File: src/rtl/tlb_ram_array.sv
// TLB storage back-end: dual registered read ports with write/clear forwarding,
// single write port, per-entry valid bits, purge-all sequencer and victim pointer.
module tlb_ram_array #(
  parameter int ADR_W  = 3,
  parameter int DATA_W = 48
) (
  input  logic              clk,
  input  logic              rst,
  input  logic [ADR_W-1:0]  readAdrA,
  input  logic [ADR_W-1:0]  readAdrB,
  output logic [DATA_W-1:0] dataOutA,
  output logic [DATA_W-1:0] dataOutB,
  output logic              validOutA,
  output logic              validOutB,
  input  logic              wEnable,
  input  logic [ADR_W-1:0]  writeAdr,
  input  logic [DATA_W-1:0] dataIn,
  input  logic              invEnable,
  input  logic [ADR_W-1:0]  invAdr,
  input  logic              purgeReq,
  output logic              busy,
  output logic [ADR_W-1:0]  victimAdr
);
  localparam int ENTRIES = 2**ADR_W;

  typedef enum logic {IDLE, PURGE} state_t;

  logic [DATA_W-1:0]  mem [ENTRIES];
  logic [ENTRIES-1:0] valid, valid_nxt;
  state_t             state;
  logic [ADR_W-1:0]   pc, rr_ptr, rr_nxt, victim_nxt;
  logic               wr_acc, inv_acc;

  assign wr_acc  = wEnable   && (state == IDLE);
  assign inv_acc = invEnable && (state == IDLE);

  // Clears apply first so an accepted write to the same entry wins.
  always_comb begin
    valid_nxt = valid;
    if (inv_acc)          valid_nxt[invAdr]   = 1'b0;
    if (state == PURGE)   valid_nxt[pc]       = 1'b0;
    if (wr_acc)           valid_nxt[writeAdr] = 1'b1;
  end

  // Round-robin only advances when a write replaces a live entry.
  assign rr_nxt = (wr_acc && (&valid)) ? rr_ptr + 1'b1 : rr_ptr;

  always_comb begin
    victim_nxt = rr_nxt;
    for (int i = ENTRIES-1; i >= 0; i--)
      if (!valid_nxt[i]) victim_nxt = ADR_W'(i);
  end

  always_ff @(posedge clk) begin
    if (wr_acc) mem[writeAdr] <= dataIn;
  end

  always_ff @(posedge clk or negedge rst) begin
    if (!rst) begin
      valid     <= '0;
      state     <= IDLE;
      pc        <= '0;
      busy      <= 1'b0;
      rr_ptr    <= '0;
      victimAdr <= '0;
      dataOutA  <= '0;
      dataOutB  <= '0;
      validOutA <= 1'b0;
      validOutB <= 1'b0;
    end else begin
      valid     <= valid_nxt;
      rr_ptr    <= rr_nxt;
      victimAdr <= victim_nxt;
      dataOutA  <= (wr_acc && writeAdr == readAdrA) ? dataIn : mem[readAdrA];
      dataOutB  <= (wr_acc && writeAdr == readAdrB) ? dataIn : mem[readAdrB];
      validOutA <= valid_nxt[readAdrA];
      validOutB <= valid_nxt[readAdrB];
      case (state)
        IDLE: if (purgeReq) begin
          state <= PURGE;
          pc    <= '0;
          busy  <= 1'b1;
        end
        PURGE: begin
          pc <= pc + 1'b1;
          if (&pc) begin
            state <= IDLE;
            busy  <= 1'b0;
          end
        end
        default: state <= IDLE;
      endcase
    end
  end
endmodule

File: config.mk
export PLATFORM = sky130hd
export DESIGN_NAME = tlb_ram_array
export DESIGN_NICKNAME = d
export VERILOG_FILES = /design/src/rtl/tlb_ram_array.sv
export SDC_FILE = /design/constraint.sdc
export NUM_CORES = 1
export LEC_CHECK = 0
export CORE_ASPECT_RATIO = 0.9
export CORE_MARGIN = 3
export CORE_UTILIZATION = 45
export CTS_BUF_LIST = sky130_fd_sc_hd__clkbuf_4 sky130_fd_sc_hd__clkbuf_8
export CTS_CLUSTER_SIZE = 24
export DETAILED_ROUTE_END_ITERATION = 7
export SLEW_MARGIN = 5
export SYNTH_ARGS = -nofsm -noshare
export SYNTH_HDL_FRONTEND = slang
export SYNTH_SLANG_ARGS = --single-unit
File: constraint.sdc
create_clock -name clk -period 5.75 [get_ports clk]
set_input_delay 1.15 -clock clk [delete_from_list [all_inputs] [get_ports clk]]
set_output_delay 1.15 -clock clk [all_outputs]
set_load 0.05 [all_outputs]
# After elaboration in Yosys (flattened, before gate mapping)
# Memories as Yosys holds them, arrays and structs flattened. A register that Yosys moved wholly into a read port is not among the register bits.
# Index checks and enable logic that the tools add are counted.
# Widths: inputs -> output; s select.
[totals]
regBits = 21
ram_bits = 384
input_bits = 65
output_inout_bits = 102
word_cells = 70
n_memories = 1
[mem_list]
columns = ["name", "depth", "word_bits", "read_ports", "rd_clocked_by_memory_dff", "wr", "line_no", "text"]
rows = [
  ["mem", 8, 48, 2, 2, 1, "28", "logic [DATA_W-1:0] mem [ENTRIES];"],
]
[op_classes]
n_addsub = 2
order_cmp = 8
eq_ne = 2
n_mux = 32
n_bitwise = 6
n_reduce_logical = 11
[op_table]
columns = ["cell", "count"]
rows = [
  ["$mux 3", 10],
  ["$mux 8", 3],
  ["$lt 3x4->1 const B", 5],
  ["$and 8x8->8", 2],
  ["$not 8->8", 2],
  ["$mux 1", 11],
  ["$demux 1 s3", 3],
  ["$ge 3x1->1 const B", 3],
  ["$or 8x8->8", 1],
  ["$reduce_and 8->1", 1],
  ["$add 3x1->3 const B", 2],
  ["$bmux 1 s3", 2],
  ["$logic_and 1x1->1", 6],
  ["$pmux 3 s2", 1],
  ["$pmux 1 s2", 2],
  ["$reduce_and 3->1", 1],
  ["$logic_not 1->1", 2],
  ["$ne 2x1->1 const B", 1],
  ["$ne 2x2->1 const B", 1],
  ["$reduce_and 2->1", 1],
  ["$not 1->1", 1],
]

# Logic depth before layout (Yosys ltp)
[depth]
depth_word = 19
depth_mapped = 7

# Worst setup path after synthesis
# Ideal clock, no wire load.
[synth_path]
path_type = "input to register"
startpoint = "in writeAdr[1]"
endpoint = "reg victimAdr[2]"
setup_time_ns = 0.126
arrival_time_ns = 5.729
path_slack_ns = -0.105
cell_stages = 6
cell_sequence = "clkbuf_1 > nor3_1 > a31oi_1 > inv_1 > o21ai_0 > o311a_1"
[synth_lines]
columns = ["item", "line_no", "text"]
rows = [
  ["start, declared", "16", "input logic [ADR_W-1:0] writeAdr,"],
  ["$lt 3x4->1 (implied by the code) / $ge 3x1->1 (equally long branches)", "42", "if (wr_acc) valid_nxt[writeAdr] = 1'b1;"],
  ["$logic_and 1x1->1 (implied by the code)", "42", ""],
  ["$mux 1 (implied by the code)", "42", ""],
  ["$demux 1 s3 *", "42", ""],
  ["$or 8x8->8 (no line) *", "--", ""],
  ["$mux 8 *", "42", ""],
  ["via valid_nxt[4]", "29", "logic [ENTRIES-1:0] valid, valid_nxt;"],
  ["$mux 3 * (5 in a row)", "51", "if (!valid_nxt[i]) victim_nxt = ADR_W'(i);"],
  ["via victim_nxt[2]", "31", "logic [ADR_W-1:0] pc, rr_ptr, rr_nxt, victim_nxt;"],
  ["end signal, assigned", "73", "victimAdr <= victim_nxt;"],
  ["end, declared", "22", "output logic [ADR_W-1:0] victimAdr"],
]
# The timed path passes the listed nets; every way through them passes the cells marked *.
# A chain may end at the register's enable or synchronous reset.

# Final worst setup path
[layout_path]
startpoint = "in writeAdr[2]"
endpoint = "mem mem[0][18], enable pin"
[layout_lines]
columns = ["item", "line_no"]
rows = [
  ["end, declared", "28"],
]
# Straight into the memory's write port.

==> reports/results.txt <==
The largest single stage delay on the critical path is 630 ps. The signal on the critical path passes through clkdlybuf4s50_1 > or3b_2 > or3_1 > inv_2 > buf_4. Dividing the detail-routed wire length by the instance count gives 24.7 µm.

The run gives 0 as the number of failing setup endpoints in the final timing report. The worst supply voltage drop on vdd came out at 0.236 mV. For this design the static power due to leakage is 8.81 nW.

The time the worst path needs with I/O delays and setup was 3450 ps; the wire length of the first global-routing pass was 77800 µm. In this run the post-CTS setup repair buffer count came out at 0. The category of the worst setup path capture point was a register.

The worst register-to-register path ends at mem[0][18]$_DFFE_PP_. The detailed router's first-iteration violation count is 989, and the proportion of register bits with asynchronous set or reset after synthesis is 23.4%. The last weighted congestion value of the routability-driven placer was 0.804. The tools report the count of pins over their slew limit as 0. The final hold violation count was 0; the post-route setup TNS was 0 ps. After detailed routing, the number of vias per cell comes to 5.75. For the setup skew after layout, the log shows 23.4 ps.

The tools report the number of nets in the layout as 1431. For the number of antenna violations at the first check in global routing, the log shows 2. Global routing consumed, over all layers together, 20.4% of the routing resources. The non-filler instance count after layout was 2046. The deepest level of the CTS H-tree is 3. The flow ran to the end, and the final reports show no timing, DRC or antenna violations. For this design, the slowest cell found on the critical path is or3b_2.

Row generation in the floorplan step produced 75 rows. The number of buffers inserted for hold repair after clock tree synthesis came out at 0. For the worst setup path, the data required time is 6030 ps. For the max-cap check violation count, the log shows 0.

The number of port buffers was 166. The count of pins on the block boundary was 167; the layout overhead on the synthesized area was 18.6%. In this run the clock root is driven by a clkbuf_8.

The signal arrival time at the worst endpoint was 3730 ps; the total number of clock tree sinks was 501. In this run the most critical hold path is launched from rr_ptr[2]$_DFF_PN0_. The maximum number of pins on one net before global-route repair came out at 97. TritonCTS built the clock tree.

The number of enable flip-flop cells after synthesis was 384. Fill cells in the final layout number 3713. The average instance area after synthesis is 18.6 µm², and the placed cell count is 1896.

In this run the critical register-to-register path is launched from state$_DFF_PN0_. The clock transition time at the flip-flop clock pins of the worst setup and hold paths is 50 ps. The total area inside the core boundary comes to 47100 µm². Yosys mapped the design onto 44 distinct sky130hd cell types. The logs give 2770 ps for the worst setup slack for register-to-register paths and 66.6% for the share of the yosys chip area belonging to registers. The cell type contributing the most total cell area after synthesis was edfxtp_1. Hold is met by 471 ps. Setup repair after global routing left no endpoint under its margin. The critical path is of the in -> reg type. In this run the horizontal extent of the chip is 238 µm.

Overall die height: 214 µm. The category of the worst setup path launch point is an input pin. For the pin with the worst max-slew slack, the measured transition is 974 ps.

In this run the cell area of the synthesized design comes to 21700 µm². Based on the critical path, the design can be clocked at up to 0.290 GHz. The class of the most critical hold timing path was reg -> reg.

The final clock period utilization by the worst path came out at 59.9%. The power per unit of standard cell area works out to 333 nW/µm². The total CTS buffers is 81. The die covers 50900 µm². The logs give 35.1% for the worst slew slack as a fraction of its limit and 1168 for the cell count after synthesis. For the final global-route overflow total, the log shows 0. Once the floorplan was initialized, standard cells occupied 46.1% of the core.

For this block, the via count after detailed routing is 11774. The number of cells on the worst hold path was 1. The ratio of cells with drive above 1 in the final layout works out to 26.9%. The detailed-placement wirelength estimate was 28800 µm. The first detailed-routing pass ran for 5 iterations. In this run the worst path has a maximum fanout of 25. The cell count of the worst reg-to-reg path is 4, and the total nets after synthesis is 1236.

The tools report the end of the worst hold path as rr_ptr[2]$_DFF_PN0_. For the total of cells resized after clock tree synthesis, the log shows 0. The DRC violations left came out at 0. The routed wire length came out at 50600 µm. The number of global-route vias before repair is 12660. For this run, the leading register cell type out of synthesis is edfxtp_1. Counting flops and latches in the post-synthesis netlist gives 501.

Ranked by total cell area, the synthesized netlist is headed by edfxtp_1 53%, mux4_2 20%, dfrtp_1 13%. The maximum count of clock buffers along a single path was 3. In this run the remaining antenna-violating nets after routing total 0.

Clock latency on the worst-skew pair, taken at its later pin, is 640 ps. The tools report the synthesis warning total as 0. The portion of synthesized cell area occupied by the leading cell type came out at 53.1%.
## where the power goes
part,internal (mW),switching [mW],leakage [nW]
Clock,1.76,1.36,0.892
Combinational,0.472,0.786,3.07
Sequential,4.09,0.0993,4.85
Total,6.32,2.25,8.81
## registers in the layout (all words and copies together), names as in the netlist
name,cells
busy,1
rr_ptr,3
dataOutA,48
valid,8
validOutA,1
mem,384
state,1
dataOutB,48
victimAdr,3
validOutB,1
pc,3
## cells by family after synthesis
kind of cell    synth area share (%)
fa+ha+maj                      0.173
mux                             25.0
simple gates                    3.14
flops                           66.6
compound gates                  2.96
xor+xnor                       0.323
buf+inv                         1.83
## final cells by class
class                   instances  area, µm²  share of cell area, %
clock buffers                 136       1620                   6.27
repair buffers                191       1870                   7.26
flip-flops and latches        501      14500                   56.2
multi-input cells             578       6930                   26.9
inverters                      10       37.5                  0.146
clock inverters                13       62.6                  0.243
well taps                     616        771                   2.99
diodes                          1       2.50                0.00972
## per-layer routing
metal  global-route usage [%]  up-vias  part of all wire, %
met4                     6.06        2                  2.5
met1                     28.2     6191                   43
li1                         -     5145                    -
met5                        0        -                0.026
met2                     32.9      343                   49
met3                     4.44       93                  5.0
## synthesized netlist by cell type (3+ instances only)
| library cell | number |
|---|---|
| ha_1 | 3 |
| inv_1 | 10 |
| a31oi_1 | 5 |
| nor2_1 | 12 |
| xor2_1 | 7 |
| mux2i_1 | 103 |
| dfrtp_1 | 117 |
| clkbuf_1 | 31 |
| buf_1 | 7 |
| edfxtp_1 | 384 |
| mux4_2 | 194 |
| o21ai_1 | 5 |
| nand2b_1 | 10 |
| nand4_1 | 3 |
| o21ai_0 | 98 |
| buf_2 | 38 |
| nand2_1 | 103 |
## cell usage in the layout, fill, tap and decap left out, types with 2 or more instances in the layout
cell type,synthesis,final
a31oi_1,5,5
and2_1,2,2
and4bb_2,2,2
buf_12,0,2
buf_4,2,27
buf_6,1,3
clkbuf_4,0,41
clkbuf_8,0,95
clkdlybuf4s50_1,0,159
clkinv_1,0,8
clkinv_2,0,2
clkinvlp_4,0,3
dfrtp_1,117,117
edfxtp_1,384,384
ha_1,3,3
inv_1,10,9
mux2_2,2,2
mux2i_1,103,103
mux4_2,194,194
nand2_1,103,103
nand2b_1,10,10
nand3_1,2,2
nand3b_1,2,2
nand4_1,3,3
nand4b_1,2,2
nor2_1,12,6
nor2_4,0,6
nor4_4,0,2
o21ai_0,98,98
o21ai_1,5,5
o221ai_1,2,2
o22ai_1,2,2
xor2_1,7,7
## metrics by stage
stage / total power, mW / cell area [µm²] / utilization (%) / setup slack, ps
finish: 8.57 / 25700 / 54.6 / 2300
detailed placement: 5.53 / 24100 / 51.1 / 1650
CTS: 8.68 / 25700 / 54.6 / 2330
floorplan: 5.05 / 21700 / - / 1140
global route: 8.94 / 25700 / 54.6 / 2240
global placement: 5.52 / 24100 / 51.1 / 1710
## worst max path at each step
stage	startpoint	endpoint	slack [ps]	cells past startpoint
floorplan	writeAdr[1]	victimAdr[0]$_DFF_PN0_	1140	6
finish	writeAdr[2]	mem[0][18]$_DFFE_PP_	2300	5
CTS	writeAdr[2]	mem[0][43]$_DFFE_PP_	2330	5
detailed placement	writeAdr[2]	mem[0][27]$_DFFE_PP_	1650	5
global placement	writeAdr[2]	mem[0][26]$_DFFE_PP_	1710	5
global route	writeAdr[2]	mem[0][18]$_DFFE_PP_	2240	5
## critical path: cells and delay by family
family | cells | cell delay (ps)
AND/OR/NAND/NOR | 2 | 1020
buffers and inverters | 3 | 1520
(Power assumes the default switching activity.)
